`src/rtl/sb_pkg.sv`:
```
// Shared definitions for the store buffer.
// Provides the default geometry (depth, address/data widths), the derived
// pointer/count widths, and the entry record {addr, data}.
package sb_pkg;

  localparam int SB_DEPTH = 4;
  localparam int SB_AW    = 32;
  localparam int SB_DW    = 32;

  localparam int PTR_W = $clog2(SB_DEPTH);
  localparam int CNT_W = $clog2(SB_DEPTH + 1);

  typedef struct packed {
    logic [SB_AW-1:0] addr;
    logic [SB_DW-1:0] data;
  } sb_entry_t;

endpackage

```
`src/rtl/store_buffer_if.sv`:
```
// Memory-side bus of the store buffer.
//   mem_raddr  : load address, passed straight through from the core
//   mem_rdata  : load data from memory, same cycle
//   mem_we     : drain request (valid), head entry present
//   mem_waddr  : head entry address
//   mem_wdata  : head entry data
//   mem_wready : memory accepts the write (ready)
// Handshake: a write transfers on a rising edge where mem_we and mem_wready
// are both 1. While mem_we=1 and mem_wready=0, mem_waddr/mem_wdata hold
// steady. mem_wready is ignored when mem_we=0.
interface store_buffer_if
  import sb_pkg::*;
#(
  parameter int AW = SB_AW,
  parameter int DW = SB_DW
) ();

  logic          mem_we;
  logic          mem_wready;
  logic [AW-1:0] mem_waddr;
  logic [DW-1:0] mem_wdata;
  logic [AW-1:0] mem_raddr;
  logic [DW-1:0] mem_rdata;

  // master: the store buffer
  modport master (
    output mem_we, mem_waddr, mem_wdata, mem_raddr,
    input  mem_wready, mem_rdata
  );

  // slave: the data memory
  modport slave (
    input  mem_we, mem_waddr, mem_wdata, mem_raddr,
    output mem_wready, mem_rdata
  );

endinterface

```
`src/rtl/sb_match.sv`:
```
// Youngest-first address match over the store buffer entries.
//   valid     : per-slot valid bits
//   word_addr : per-slot word address (byte address without [1:0])
//   head      : slot of the oldest entry
//   lookup    : word address being searched
//   hit       : some valid entry matches
//   idx       : slot of the youngest matching entry (head when no hit)
module sb_match
  import sb_pkg::*;
#(
  parameter int DEPTH = SB_DEPTH,
  parameter int WA    = SB_AW - 2,
  localparam int PW   = $clog2(DEPTH)
) (
  input  logic [DEPTH-1:0]         valid,
  input  logic [DEPTH-1:0][WA-1:0] word_addr,
  input  logic [PW-1:0]            head,
  input  logic [WA-1:0]            lookup,
  output logic                     hit,
  output logic [PW-1:0]            idx
);

  logic [PW-1:0] slot;

  // Valid entries are contiguous from head, so scanning oldest to youngest
  // and letting later matches overwrite earlier ones leaves the youngest.
  always_comb begin
    hit  = 1'b0;
    idx  = head;
    slot = head;
    for (int i = 0; i < DEPTH; i++) begin
      slot = head + PW'(i);
      if (valid[slot] && (word_addr[slot] == lookup)) begin
        hit = 1'b1;
        idx = slot;
      end
    end
  end

endmodule

```
`src/rtl/store_buffer.sv`:
```
// Write-back store buffer between the core memory stage and data memory.
// Stores are queued in order and drained through a valid/ready write port;
// loads forward from the youngest matching queued store, else from memory.
//   clk, reset          : clock, asynchronous active-high reset
//   memwrite, memread   : core store / load request
//   dataadr, writedata  : core byte address and store data
//   readdata            : load data to core (combinational)
//   stall               : core must hold its store (combinational)
//   sb_empty, sb_count  : occupancy status
//   mem                 : memory bus (store_buffer_if.master)
module store_buffer
  import sb_pkg::*;
#(
  parameter int DEPTH = SB_DEPTH,
  parameter int AW    = SB_AW,
  parameter int DW    = SB_DW
) (
  input  logic                       clk,
  input  logic                       reset,
  input  logic                       memwrite,
  input  logic                       memread,
  input  logic [AW-1:0]              dataadr,
  input  logic [DW-1:0]              writedata,
  output logic [DW-1:0]              readdata,
  output logic                       stall,
  output logic                       sb_empty,
  output logic [$clog2(DEPTH+1)-1:0] sb_count,
  store_buffer_if.master             mem
);

  localparam int PW = $clog2(DEPTH);
  localparam int CW = $clog2(DEPTH + 1);
  localparam int WA = AW - 2;
  localparam logic [CW-1:0] FULL = CW'(DEPTH);

  logic [AW-1:0]  addr_q [DEPTH];
  logic [DW-1:0]  data_q [DEPTH];
  logic [DEPTH-1:0] valid_q;
  logic [PW-1:0]  head_q, tail_q;
  logic [CW-1:0]  count_q;

  logic [PW-1:0]  youngest;
  logic           merge, push, drain;
  logic [DEPTH-1:0][WA-1:0] word_addr;
  logic           hit;
  logic [PW-1:0]  hit_idx;

  assign youngest = tail_q - PW'(1);

  // The head is never a merge target (count >= 2 keeps tail-1 != head),
  // so data already presented to memory never changes under it.
  assign merge = memwrite && (count_q >= CW'(2)) &&
                 (addr_q[youngest][AW-1:2] == dataadr[AW-1:2]);
  assign push  = memwrite && !merge && (count_q != FULL);
  // Stall looks only at the current count; a slot freed by a drain this
  // cycle becomes usable on the next cycle.
  assign stall = memwrite && !merge && (count_q == FULL);
  assign drain = (count_q != '0) && mem.mem_wready;

  always_ff @(posedge clk or posedge reset) begin
    if (reset) begin
      head_q  <= '0;
      tail_q  <= '0;
      count_q <= '0;
      valid_q <= '0;
    end else begin
      // push writes tail, drain frees head; they are distinct slots
      // whenever both can happen (1 <= count < DEPTH).
      if (push) begin
        valid_q[tail_q] <= 1'b1;
        tail_q          <= tail_q + PW'(1);
      end
      if (drain) begin
        valid_q[head_q] <= 1'b0;
        head_q          <= head_q + PW'(1);
      end
      case ({push, drain})
        2'b10:   count_q <= count_q + CW'(1);
        2'b01:   count_q <= count_q - CW'(1);
        default: count_q <= count_q;
      endcase
    end
  end

  // Entry payload needs no reset; valid_q qualifies it.
  always_ff @(posedge clk) begin
    if (push) begin
      addr_q[tail_q] <= dataadr;
      data_q[tail_q] <= writedata;
    end else if (merge) begin
      data_q[youngest] <= writedata;
    end
  end

  always_comb begin
    word_addr = '0;
    for (int i = 0; i < DEPTH; i++) begin
      word_addr[i] = addr_q[i][AW-1:2];
    end
  end

  sb_match #(
    .DEPTH (DEPTH),
    .WA    (WA)
  ) u_match (
    .valid     (valid_q),
    .word_addr (word_addr),
    .head      (head_q),
    .lookup    (dataadr[AW-1:2]),
    .hit       (hit),
    .idx       (hit_idx)
  );

  assign readdata = (memread && hit) ? data_q[hit_idx] : mem.mem_rdata;

  assign mem.mem_raddr = dataadr;
  assign mem.mem_we    = (count_q != '0);
  assign mem.mem_waddr = addr_q[head_q];
  assign mem.mem_wdata = data_q[head_q];

  assign sb_empty = (count_q == '0);
  assign sb_count = count_q;

endmodule

```
`src/flat_wrapper.sv`:
```
// flat-port wrapper written by rule: the top's interface ports become plain ports
module store_buffer_flat import sb_pkg::*;
#(
  parameter int DEPTH = SB_DEPTH,
  parameter int AW    = SB_AW,
  parameter int DW    = SB_DW
)
  (clk, reset, memwrite, memread, dataadr, writedata, readdata, stall, sb_empty, sb_count, mem_mem_we, mem_mem_waddr, mem_mem_wdata, mem_mem_raddr, mem_mem_wready, mem_mem_rdata);
  store_buffer_if #(.AW(AW), .DW(DW)) mem_i ();
  input  logic clk;
  input  logic reset;
  input  logic memwrite;
  input  logic memread;
  input  logic [AW-1:0] dataadr;
  input  logic [DW-1:0] writedata;
  output logic [DW-1:0] readdata;
  output logic stall;
  output logic sb_empty;
  output logic [$clog2(DEPTH+1)-1:0] sb_count;
  output wire logic [$bits(mem_i.mem_we)-1:0] mem_mem_we;
  output wire logic [$bits(mem_i.mem_waddr)-1:0] mem_mem_waddr;
  output wire logic [$bits(mem_i.mem_wdata)-1:0] mem_mem_wdata;
  output wire logic [$bits(mem_i.mem_raddr)-1:0] mem_mem_raddr;
  input wire logic [$bits(mem_i.mem_wready)-1:0] mem_mem_wready;
  input wire logic [$bits(mem_i.mem_rdata)-1:0] mem_mem_rdata;
  assign mem_mem_we = mem_i.mem_we;
  assign mem_mem_waddr = mem_i.mem_waddr;
  assign mem_mem_wdata = mem_i.mem_wdata;
  assign mem_mem_raddr = mem_i.mem_raddr;
  assign mem_i.mem_wready = mem_mem_wready;
  assign mem_i.mem_rdata = mem_mem_rdata;
  store_buffer #(.DEPTH(DEPTH), .AW(AW), .DW(DW)) u_core (.clk(clk), .reset(reset), .memwrite(memwrite), .memread(memread), .dataadr(dataadr), .writedata(writedata), .readdata(readdata), .stall(stall), .sb_empty(sb_empty), .sb_count(sb_count), .mem(mem_i));
endmodule
```
`config.mk`:
```
export PLATFORM = sky130hd
export DESIGN_NAME = store_buffer_flat
export DESIGN_NICKNAME = d
export VERILOG_FILES = /design/src/rtl/sb_pkg.sv /design/src/rtl/store_buffer_if.sv /design/src/rtl/sb_match.sv /design/src/rtl/store_buffer.sv /design/src/flat_wrapper.sv
export SDC_FILE = /design/constraint.sdc
export NUM_CORES = 1
export LEC_CHECK = 0
export BUFFER_PORTS_ARGS = -buffer_cell sky130_fd_sc_hd__buf_2
export CORE_MARGIN = 4
export CORE_UTILIZATION = 56
export CTS_CLUSTER_SIZE = 14
export DETAILED_ROUTE_END_ITERATION = 10
export MAX_ROUTING_LAYER = met4
export PLACE_DENSITY = 0.85
export SLEW_MARGIN = 25
export SYNTH_ARGS = -nofsm -noshare
export SYNTH_HDL_FRONTEND = slang
export SYNTH_SLANG_ARGS = --single-unit
```
`constraint.sdc`:
```
create_clock -name clk -period 8.5 [get_ports clk]
set_input_delay 0.425 -clock clk [delete_from_list [all_inputs] [get_ports clk]]
set_output_delay 0.425 -clock clk [all_outputs]
set_load 0.1 [all_outputs]
```
# --- Word-level counts from Yosys, hierarchy flattened ---
# Memory sizes are Yosys's and may differ from the RTL's.
# Index checks and enable logic that the tools add are counted.
classes:
  n_lt_le_gt_ge: 8
  n_eq_ne: 9
  n_bitwise: 3
  reduce_logical: 18
  mux: 39
  add_sub_neg: 7
op_table:
  columns: ["operator", "n"]
  rows:
  - ["$bmux W30 S2", 4]
  - ["$eq A30 B30 Y1", 5]
  - ["$mux W30", 4]
  - ["$mux W32", 2]
  - ["$reduce_or A32 Y1", 1]
  - ["$mux W1", 16]
  - ["$lt A2 B3 Y1 const B", 5]
  - ["$logic_and A1 B1 Y1", 13]
  - ["$bmux W1 S2", 4]
  - ["$mux W2", 4]
  - ["$mux W4", 2]
  - ["$pmux W3 S2", 1]
  - ["$add A2 B1 Y2 const B", 2]
  - ["$add A2 B2 Y2 const B", 2]
  - ["$and A4 B4 Y4", 1]
  - ["$demux W1 S2", 2]
  - ["$ge A2 B1 Y1 const B", 2]
  - ["$not A4 Y4", 1]
  - ["$or A4 B4 Y4", 1]
  - ["$add A3 B1 Y3 const B", 1]
  - ["$eq A3 B3 Y1 const B", 1]
  - ["$ge A3 B2 Y1 const B", 1]
  - ["$logic_not A3 Y1", 1]
  - ["$ne A3 B3 Y1 const B", 1]
  - ["7 further kinds", 7]
totals:
  ram_bits: 256
  out_inout_bits: 134
  input_bits: 101
  ff_bits: 11
  n_memories: 2
  word_cells: 90
mem_list:
  columns: ["name", "depth", "word_bits", "read_ports", "rd_ports_with_merged_regs", "write_ports", "line_no", "text"]
  rows:
  - ["u_core.addr_q", 4, 32, 6, 0, 1, "store_buffer.sv:36", "logic [AW-1:0] addr_q [DEPTH];"]
  - ["u_core.data_q", 4, 32, 2, 0, 1, "store_buffer.sv:37", "logic [DW-1:0] data_q [DEPTH];"]

# --- Longest topological paths before layout ---
# Gate-level depths: netlist of run 1.
# An unclocked memory read counts as a cell.
depth:
  word_depth: 11
  mapped_depth: 21
  ltp_nobuf: 16

# --- Modules after synthesis ---
# A second synthesis of run 1 with hierarchy kept.
hier_totals:
  hier_cells: 1154
  hier_area_um2: 17095.1
by_module_without_submodules:
  columns: ["mod", "seq_area_each_um2", "cells_per_inst", "area_per_inst_um2", "n_inst"]
  rows:
  - ["store_buffer", 7962.6, 638, 12515.8, 1]
  - ["sb_match", 0.0, 516, 4579.4, 1]

# --- Least setup slack after synthesis of run 1 ---
# Ideal clock, no wire load.
synth_timing:
  path_kind: "register -> output"
  from: "register u_core.head_q[1]"
  to: "output readdata[10]"
  arrival_time_ps: 6561
  stages_incl_launch_ff: 20
  n_path_buf: 8
  path_slack_ps: 1514
  required_time_ps: 8075
  cell_sequence: "dfrtp_1 buf_1 inv_2 buf_1 ha_1 buf_2 buf_6 buf_4 buf_2 mux4_2 xor2_1 nor4_2 nand3_1 or2_1 o32a_2 and2_4 buf_12 buf_8 o2111a_1 a211oi_1"
synth_via:
  elab_chain_len: 10
  word_cells_on_any_way: 37
  classes_between: "add/sub: 3; eq/ne: 4; mux: 24; reduce/logical: 5; memory: 1"
synth_lines:
  columns: ["element", "line_no", "text"]
  rows:
  - ["from (decl)", "store_buffer.sv:39", "logic [PW-1:0] head_q, tail_q;"]
  - ["from (signal assigned)", "store_buffer.sv:75", "head_q <= head_q + PW'(1);"]
  - ["$add A2 B1 Y2 or $bmux W30 S2 (tied branches)", "sb_match.sv:32, sb_match.sv:33", null]
  - ["$bmux W30 S2 or $mux W30 (tied branches)", "sb_match.sv:33", "if (valid[slot] && (word_addr[slot] == lookup)) begin"]
  - ["$mux W30 (implied by the code) or $eq A30 B30 Y1 (tied branches)", "sb_match.sv:33", null]
  - ["$eq A30 B30 Y1 or $logic_and A1 B1 Y1 (tied branches)", "sb_match.sv:33", null]
  - ["$logic_and A1 B1 Y1 or $mux W1 (tied branches)", "sb_match.sv:33", null]
  - ["$mux W2 or $mux W1 (tied branches) (3 in a row)", "sb_match.sv:33", null]
  - ["$mem_v2 Z4 W32 or $logic_and A1 B1 Y1 (tied branches)", null, null]
  - ["$mux W32 *", "store_buffer.sv:114", "assign readdata = (memread && hit) ? data_q[hit_idx] : mem.mem_rdata;"]
  - ["to (decl)", "flat_wrapper.sv:16", "output logic [DW-1:0] readdata;"]
# Mark *: on every way between the ends. The rest lies on a longest branch, timed or not. The select of a mux whose other input is x is not followed.

# --- Final worst setup path of run 1 ---
layout_timing:
  from: "register u_core.head_q[1]"
  to: "output readdata[21]"
# The elaborated chain is that of the path after synthesis.

==> results of run 1 <==
## metrics by stage
step,cells,area (sq um),hold WS (ns),utilization
floorplan,1122,16700,0.277,-
CTS,1684,18700,0.0493,0.645
finish,1688,18700,0.0705,0.646
global route,1688,18700,0.0541,0.646
global placement,1631,17800,0.437,0.612
detailed placement,1632,17800,0.437,0.613
## layer usage
metal  global-route usage  up-vias  wire, microns
li1                     -     4804              -
met1                0.373     5732          17100
met2                0.439      695          22400
met3               0.0458      124           4260
met4               0.0968        0           1780
met5                    -        -              0
## cells in the final DEF, fill, tap and decap left out, types with 4 or more instances in the layout
master	n
edfxtp_1	256
buf_2	234
mux4_2	143
mux2i_1	140
xnor2_1	126
nor2_1	46
a221oi_1	34
clkbuf_16	28
nand4_1	26
inv_1	22
nand2_1	19
xor2_1	17
buf_4	16
nor4_1	11
o21ai_0	11
nand3_1	9
a21oi_1	9
o22ai_1	8
ha_1	8
clkinv_2	8
dfrtp_1	8
o211ai_1	7
clkinv_1	7
a2bb2oi_1	6
and2_4	5
nor3_1	5
o221ai_1	5
a211oi_1	4
a22oi_1	4
mux2_2	4
## cell families (layout without fill, tap and decap cells)
logic type / count (synthesis) / in the layout / synth area share
flip-flops: 267 / 267 / 0.477
AO/OA/AOI/OAI: 118 / 118 / 0.0556
AND/OR/NAND/NOR: 142 / 142 / 0.0436
buffers and inverters: 150 / 329 / 0.0542
adder cells (fa/ha/maj): 10 / 10 / 0.00795
multiplexers: 292 / 292 / 0.287
XOR/XNOR: 143 / 143 / 0.0750
other: 0 / 3 / 0
## worst max path at each step
stage                          start            to  slack, ns  cells after the start
global placement    u_core.head_q[1]  readdata[30]       1.61                     14
global route        u_core.head_q[1]  readdata[30]       0.49                     14
floorplan           u_core.head_q[1]  readdata[10]       1.51                     19
finish              u_core.head_q[1]  readdata[21]       0.88                     14
detailed placement  u_core.head_q[1]   readdata[2]       1.46                     14
CTS                 u_core.head_q[1]  readdata[15]       0.84                     14
## worst max-delay path: cells and delay by family (launching register included)
kind            cells  cell delay (ns)
flops               1             0.94
simple gates        4             1.23
compound gates      3             1.36
mux                 1             0.56
fa+ha+maj           1             0.73
buf+inv             4             1.62
xor+xnor            1             0.15
## state kept, by name, summed over array words and instances, names as in the netlist
name,count
u_core.sb_count,3
u_core.data_q,128
u_core.addr_q,128
u_core.valid_q,4
u_core.head_q,2
u_core.tail_q,2
## synth_stat cells (6+ instances only)
cell type,n
buf_2,18
dfrtp_1,11
buf_1,15
inv_1,22
o22ai_1,8
nor2_1,48
mux2i_1,140
xor2_1,17
o21ai_0,14
a2bb2oi_1,6
mux4_2,143
nand3_1,9
nor4_1,11
clkbuf_1,39
ha_1,9
nand4_1,26
buf_6,11
xnor2_1,126
o211ai_1,7
edfxtp_1,256
a221oi_1,34
nand2_1,19
a21oi_1,9
buf_4,35
and2_1,6
## area by class of cell
type | instances | area [sq um] | share of cell area
diodes | 3 | 7.51 | 0.000401
flip-flops and latches | 267 | 7970 | 0.425
multi-input cells | 705 | 7910 | 0.422
clock buffers | 29 | 704 | 0.0376
clock inverters | 22 | 215 | 0.0115
repair buffers | 254 | 1370 | 0.0730
well taps | 384 | 480 | 0.0256
inverters | 24 | 90.1 | 0.00481
==> metrics.cfg, run 1 <==
[cts]
ctsHoldBuffers=1
cts_tree=yes
cts_sinks=267
post_cts_buffers=0
cts_max_level=1
cts-root-buf=clkbuf_16
insertion_delay_ns=0.57
clkTransAtPathRegs_ns=0.07
cts_made_buffers=28
cts_resized=0
clk_path_buf_depth=3

[synth]
synth_edf_count=256
ys_seq_area_frac=0.477
synth_cell_type_count=69
synthArstFlopShare=0.0412
synth_nets=1233
synth_area_per_cell_sq_um=14.9
synthFlopType=edfxtp_1
synthDominantCellAreaShare=0.461
syn_area_sq_um=16700
synth_area_leader_cell=edfxtp_1
ys_ff_latch=267
synth_area_leaders=edfxtp_1 (46%), mux4_2 (19%), mux2i_1 (8.4%), xnor2_1 (6.6%), a221oi_1 (1.8%)
ys.warnings.count=0
syn_inst=1122

[route]
wire_per_inst_microns=27.0
drc=0
drt-initial-drc-count=1521
via_per_inst=6.73
vias=11400
ant_nets=0
drt_pre_antenna_iters=5
drt_wl_total_microns=45600

[worst_setup_path]
ff2ff_setup_slack_ns=3.20
crit_arrival_ns=7.20
r2r_cells=17
startpoint_type=flop
critPathMaxFanout=48
cpMostUsedCell=buf_4
cp_data_required_time_ns=8.08
crit_slowest_cell=dfrtp_4
crit_path_end_kind=output pin
r2r_start=u_core.tail_q[0]
cp_cell_sequence=inv_2 > ha_4 > buf_4 > mux4_2 > xor2_1 > nor4_1 > o2111ai_1 > or2_2 > or3_1 > a41oi_4 > buf_4 > nor2_1 > a221oi_1 > buf_2
max_stage_delay_ns=0.94
r2r-end=u_core.sb_count[2]
crit_type=flop to output pin

[sta]
fin_setup_tns_ns=0
slew_violations=0
finalClockSkew_ns=0.0127
rsz0062_at_grt=false
fin_crit_sh=0.897
tightest_slew_ns=1.00
fin_ws_ns=0.877
slew_headroom=0.329
timing.fmax_mhz=131
hold_viol=0
period_needed_ns=7.62
setup_viol=0

[hold_path]
hold_class=input pin to flop
hp-start=writedata[29]
holdPathStages=1
hold_path_end=u_core.data_q[3][29]

[status]
status=finished, final reports clean

[cells_and_area]
final_nets=1391
nFillCells=2073
areaGrowthSynthToFinish_pct=12.3
drive_gt1_frac=0.362

[global_route]
track_usage=0.279
grt-ovfl-total=0
grt_antenna_before_repair=3
grt_pass1_vias=11400
grt_first_pass_wirelength_microns=69100
grt_start_max_net_pins=65

[placement]
pre_cts_ws_ns=1.46
io_buffers=234
dp_hpwl_microns=31400
gp_congestion=0.966

[floorplan]
die_h_microns=181
initial_utilization=0.575
rows=62
core_sq_um=29000
chipWidth_microns=181
fp.dieArea_sq_um=32600
pin_count=235

[job]
cap_violations=0

Power of run 1 is not shown: default switching activity piles up to over one toggle a cycle in this logic, so the estimate is an artifact.
==> inputs of run 2 (changes only) <==
BUFFER_PORTS_ARGS = -buffer_cell sky130_fd_sc_hd__buf_4   (was -buffer_cell sky130_fd_sc_hd__buf_2)
clock period = 7.3 ns   (was 8.5 ns; I/O delays follow)
==> run 2 against run 1 <==
Net effect:
- worst setup slack worse by 0.37 ns
- core utilization grew 2.7 points
- highest routed layer unchanged
- design area up 4.1%
- sequential share of layout area is 1.7 points lower
- clock skew about the same
- critical path depth is the same
- critical endpoint is now readdata[28]
- register-to-register slack worse by 1.1 ns
- die area stayed put
- non-clock buffer count is 10 higher
- hold slack worse by 0.053 ns
- wire length rose by 1.7%
- global-route usage grew 0.46 points
==> metrics.cfg, run 2 (synthesis gave the netlist of run 1 again) <==
[cells_and_area]
areaGrowthSynthToFinish_pct=16.9
final_nets=1402  ; +0.79%
final_common_cell=edfxtp_1
reg.largest.list=u_core.addr_q: 128 flops, u_core.data_q: 128 flops, u_core.valid_q: 4 flops
nFillCells=1993  ; -3.9%
most-common-layout-cells=edfxtp_1 (256), buf_4 (253), mux4_2 (143), mux2i_1 (140), xnor2_1 (126)
drive_gt1_frac=0.363  ; +0.00133

[route]
top_layer_used=met4
drt_pre_antenna_iters=5  ; unchanged
via_per_inst=6.84  ; +1.7%
drc=0  ; unchanged
drt_wl_total_microns=46300  ; +1.7%
vias=11600  ; +2.1%
wire_per_inst_microns=27.3  ; +1.3%
ant_nets=0  ; unchanged
wl_met2_microns=22400  ; about the same
dr_wl_met3_microns=3880  ; -8.9%
drt-initial-drc-count=1433  ; -5.8%
wl_met1_microns=17900  ; +4.5%

[placement]
io_buffers=234  ; unchanged
dp_hpwl_microns=31500  ; +0.32%
gp_congestion=0.979  ; +1.3%

[floorplan]
initial_utilization=0.575  ; unchanged
rows=62  ; unchanged
fp.dieArea_sq_um=32600  ; unchanged
die_h_microns=181  ; unchanged
pin_count=235  ; unchanged
chipWidth_microns=181  ; unchanged
core_sq_um=29000  ; unchanged

[worst_setup_path]
r2r_start=u_core.tail_q[0]
crit_arrival_ns=6.43  ; -0.77 ns
crit_type=flop to output pin
cp_data_required_time_ns=6.93  ; -1.15 ns
cp_top_family=compound AO/OA/AOI/OAI gates
startpoint_type=flop
cp_cell_sequence=clkinv_1 > ha_4 > buf_4 > mux2i_1 > xnor2_1 > a2111oi_1 > o211ai_1 > or4_1 > or3_1 > a41oi_4 > buf_4 > nor2_1 > a221oi_1 > buf_4
crit_buf_inv=4  ; unchanged
critPathMaxFanout=36  ; -25%
cpMostUsedCell=buf_4
startpoint=u_core.head_q[0]
crit_path_end_kind=output pin
crit_slowest_cell=ha_4
max_stage_delay_ns=0.75  ; -0.19 ns

[cts]
cts_sinks=267  ; unchanged
cts_made_buffers=29  ; +3.6%
cts_tree=yes
post_cts_buffers=0  ; unchanged
cts-root-buf=clkbuf_16
clkTransAtPathRegs_ns=0.06  ; about the same
clk_path_buf_depth=3  ; unchanged
cts_max_level=1  ; unchanged
insertion_delay_ns=0.55  ; -0.02 ns

[global_route]
grt-ovfl-total=0  ; unchanged
track_usage=0.283  ; +0.00464
grt_pass1_vias=11700  ; +2.8%
grt_antenna_before_repair=1  ; -2
grt_first_pass_wirelength_microns=70500  ; +2.1%
grt_start_max_net_pins=65  ; unchanged

[sta]
slew_violations=0  ; unchanged
hold_viol=0  ; unchanged
fin_crit_sh=0.931
period_needed_ns=6.79
slew_headroom=0.323  ; -0.00633
fin_setup_tns_ns=0  ; unchanged
tightest_slew_ns=1.02  ; +0.0127 ns
setup_viol=0  ; unchanged
timing.fmax_mhz=147
finalClockSkew_ns=0.0128  ; +0.000115 ns
rsz0062_at_grt=false

[hold_path]
hp-start=writedata[25]
hold_class=input pin to flop

[status]
status=finished, final reports clean

[job]
cap_violations=0  ; unchanged

run 2: worst register-to-register path: cells and delay by family, from the launching register on:
family | cells | cell delay [ns]
compound gates | 1 | 0.15
xor+xnor | 3 | 0.48
mux | 1 | 0.35
flops | 1 | 0.41
simple gates | 4 | 1.36
fa+ha+maj | 3 | 1.30
buf+inv | 5 | 1.09
run 2: path summary, 6_finish.rpt:
kind | to | slack (ns) | depth (start not counted)
worst max register to register | u_core.sb_count[2] | 2.08 | 17
worst min register to register | u_core.sb_count[0] | 0.55 | 1
max in group asynchronous | u_core.head_q[1] | 6.55 | 3
worst min-delay path | u_core.data_q[2][25] | 0.02 | 1
min in group asynchronous | u_core.sb_count[1] | 0.39 | 3
worst max-delay path | readdata[28] | 0.51 | 14
run 2: cell type report:
| type | count | area (sq um) | share of cell area |
|---|---|---|---|
| well taps | 384 | 480 | 0.0246 |
| flip-flops and latches | 267 | 7970 | 0.408 |
| clock buffers | 32 | 737 | 0.0378 |
| inverters | 24 | 90.1 | 0.00462 |
| multi-input cells | 705 | 7900 | 0.405 |
| diodes | 1 | 2.50 | 0.000128 |
| repair buffers | 264 | 2080 | 0.107 |
| clock inverters | 18 | 250 | 0.0128 |
run 2: what timing repair did:
item / CTS / global route
hold buffers: 6 / 0
endpoints found under the hold margin: 31 / 0
resized for setup: 0 / 0
run 2: metal layers:
| layer | vias up | global-route usage |
|---|---|---|
| li1 | 4832 | - |
| met5 | - | - |
| met2 | 706 | 0.441 |
| met1 | 5924 | 0.381 |
| met3 | 134 | 0.0486 |
| met4 | 0 | 0.103 |
run 2: metrics by stage:
| step | utilization | hold slack, ns | std cells | setup slack, ns | area (sq um) |
|---|---|---|---|---|---|
| after detailed placement | 0.634 | 0.407 | 1635 | 0.998 | 18400 |
| after CTS | 0.670 | 0.000785 | 1691 | 0.354 | 19400 |
| final | 0.673 | 0.0175 | 1695 | 0.507 | 19500 |
| after global routing | 0.673 | 0.00858 | 1695 | 0.213 | 19500 |
| after floorplan | - | 0.217 | 1122 | 0.374 | 16700 |
| after global placement | 0.634 | 0.392 | 1635 | 1.08 | 18400 |
Power of run 2 is left out for the same reason.
==> inputs of run 3 (changes only) <==
ABC_AREA = 1   (was unset)
==> run 3 against run 2 <==
Net effect:
- maximum frequency is 0.47% higher
- clock skew hardly changed
- core utilization is 1.4 points lower
- worst setup slack better by 0.032 ns
- hold slack better by 0.038 ns
- largest cell class is now multi-input combinational cells
==> metrics.cfg, run 3 <==
[floorplan]
initial_utilization=0.568  ; -0.00680
core_sq_um=30700  ; +5.7%
die_h_microns=184  ; +2.1%
rows=64  ; +3.2%
chipWidth_microns=184  ; +2.1%
pin_count=235  ; unchanged
fp.dieArea_sq_um=34000  ; +4.3%

[synth]
ys_seq_area_frac=0.457  ; -0.0204
synth_area_per_cell_sq_um=7.53  ; -49%
ys_ff_latch=267  ; unchanged
synth_area_leaders=edfxtp_1 (44%), nand2_1 (18%), nand3_1 (13%), o21ai_0 (4.1%), nor2_1 (4.0%)
syn_area_sq_um=17400  ; +4.5%
synth_edf_count=256  ; unchanged
synthArstFlopShare=0.0412  ; unchanged
syn_inst=2316  ; +110%
synthFlopType=edfxtp_1
synth_cell_type_count=43  ; -38%
synth_nets=2427  ; +97%
synthDominantCellAreaShare=0.441  ; -0.0197
yosysMostFrequentCell=nand2_1
ys.warnings.count=0  ; unchanged
synth_commonest_cells=nand2_1 (828), nand3_1 (470), edfxtp_1 (256), nor2_1 (187), o21ai_0 (144)
synth_area_leader_cell=edfxtp_1

[job]
cap_violations=0  ; unchanged

[sta]
hold_viol=0  ; unchanged
rsz0062_at_grt=false
slew_headroom=0.306  ; -0.0173
fin_ws_ns=0.539  ; +0.0321 ns
period_needed_ns=6.76  ; -0.0321 ns
fin_crit_sh=0.926  ; -0.00440
whs_ns=0.0556  ; +0.0381 ns
slew_violations=0  ; unchanged
fin_setup_tns_ns=0  ; unchanged
tightest_slew_ns=1.04  ; +0.0259 ns
timing.fmax_mhz=148  ; +0.47%
finalClockSkew_ns=0.0130  ; +0.000194 ns
setup_viol=0  ; unchanged

[cts]
clk_path_buf_depth=3  ; unchanged
insertion_delay_ns=0.58  ; +0.03 ns
cts-root-buf=clkbuf_16
cts_made_buffers=29  ; unchanged
cts_resized=0  ; unchanged
cts_max_level=1  ; unchanged
cts_sinks=267  ; unchanged
post_cts_buffers=0  ; unchanged
cts_tree=yes
clkTransAtPathRegs_ns=0.07  ; about the same

[placement]
dp_hpwl_microns=38700  ; +23%
pre_cts_ws_ns=1.40  ; +0.399 ns
place_inst=2807  ; +72%
gp_congestion=1.04  ; +6.0%
io_buffers=234  ; unchanged

[cells_and_area]
diodes=0  ; -1
stdcell_count=2896  ; +71%
multiInputGateArea_sq_um=8120  ; +2.7%
regArea_sq_um=7970  ; about the same
nFillCells=2472  ; +24%
areaGrowthSynthToFinish_pct=15.8
final_common_cell=nand2_1
most-common-layout-cells=nand2_1 (828), nand3_1 (470), buf_4 (258), edfxtp_1 (256), nor2_1 (183)
drive_gt1_frac=0.129  ; -0.234
reg.largest.list=u_core.addr_q: 128 flops, u_core.data_q: 128 flops, u_core.valid_q: 4 flops
final_nets=2589  ; +85%

[worst_setup_path]
crit_path_end_kind=output pin
crit_arrival_ns=6.40  ; -0.03 ns
crit_type=flop to output pin
startpoint_type=flop
critPathMaxFanout=64  ; +78%
cp_data_required_time_ns=6.93  ; about the same

[route]
via_per_inst=6.28  ; -8.3%
drt_pre_antenna_iters=8  ; +3
drt-initial-drc-count=2766  ; +93%
drt_wl_total_microns=60000  ; +30%
vias=18200  ; +57%
ant_nets=0  ; unchanged
drc=0  ; unchanged
wire_per_inst_microns=20.7  ; -24%

[global_route]
grt_start_max_net_pins=100  ; +54%
grt_antenna_before_repair=0  ; -1
grt-ovfl-total=0  ; unchanged
grt_first_pass_wirelength_microns=91800  ; +30%
grt_pass1_vias=16800  ; +43%
track_usage=0.352  ; +0.0690

[status]
status=finished, final reports clean

[hold_path]
hold_class=input pin to flop

==> run 3: area by class of cell <==
class / instances / area share
Multi-Input combinational cell: 1796 / 0.402
Clock buffer: 35 / 0.0371
Inverter: 89 / 0.0167
Timing Repair Buffer: 295 / 0.116
Sequential cell: 267 / 0.395
Clock inverter: 18 / 0.00892
Tap cell: 396 / 0.0245
==> run 3: through the flow <==
step                 util  area, sq um
global route        0.658        20200
CTS                 0.657        20200
finish              0.658        20200
floorplan               -        17400
detailed placement  0.616        18900
global placement    0.615        18900
==> run 3: cell families after synthesis <==
logic type,Yosys count,share of synthesized area
AOI/OAI and AO/OA,246,0.0800
and+or+nand+nor,1515,0.364
xor gates and xnor gates,25,0.0126
buffers and inverters,253,0.0787
DFF,267,0.457
adders and majority gates,10,0.00761
==> run 3: path summary, 6_finish.rpt <==
kind,slack (ns),end,cells after the start,start
min in group asynchronous,0.35,u_core.sb_count[0],3,reset
max reg2reg,2.06,u_core.data_q[3][18],17,u_core.tail_q[1]
min,0.06,u_core.addr_q[1][24],1,dataadr[24]
min reg2reg,0.56,u_core.sb_count[0],1,u_core.sb_count[0]
max in group asynchronous,6.60,u_core.head_q[0],3,reset
max,0.54,readdata[29],19,u_core.head_q[1]
==> run 3: timing repair <==
| action | 4_1_cts | 5_1_grt |
|---|---|---|
| hold buffers | 34 | 1 |
| hold endpoints to repair | 143 | 4 |
| endpoints found under the setup margin | 0 | 0 |
==> run 3: critical path, cell delays in order (launching register included) <==
cell and delay, ns:
dfrtp_2 0.76, clkinv_2 0.79, ha_2 0.64, buf_4 0.62
nand3_1 0.22, nand3_1 0.14, nand2_1 0.11, nor2_1 0.25
nand3_1 0.11, nor2_1 0.14, nand2_1 0.06, nor2_1 0.22
inv_2 0.09, nand3_2 0.12, buf_4 0.64, nand3_1 0.17
nand3_1 0.13, nand3_1 0.13, nand2_1 0.11, buf_4 0.29
==> run 3: per-layer routing <==
metal / vias up / part of all wire / track usage
met2: 1407 / 0.46 / 0.541
met3: 210 / 0.13 / 0.0586
met4: 0 / 0.045 / 0.135
met1: 8395 / 0.37 / 0.473
li1: 8165 / - / -
met5: - / 0 / -
Power of run 3 is left out for the same reason.
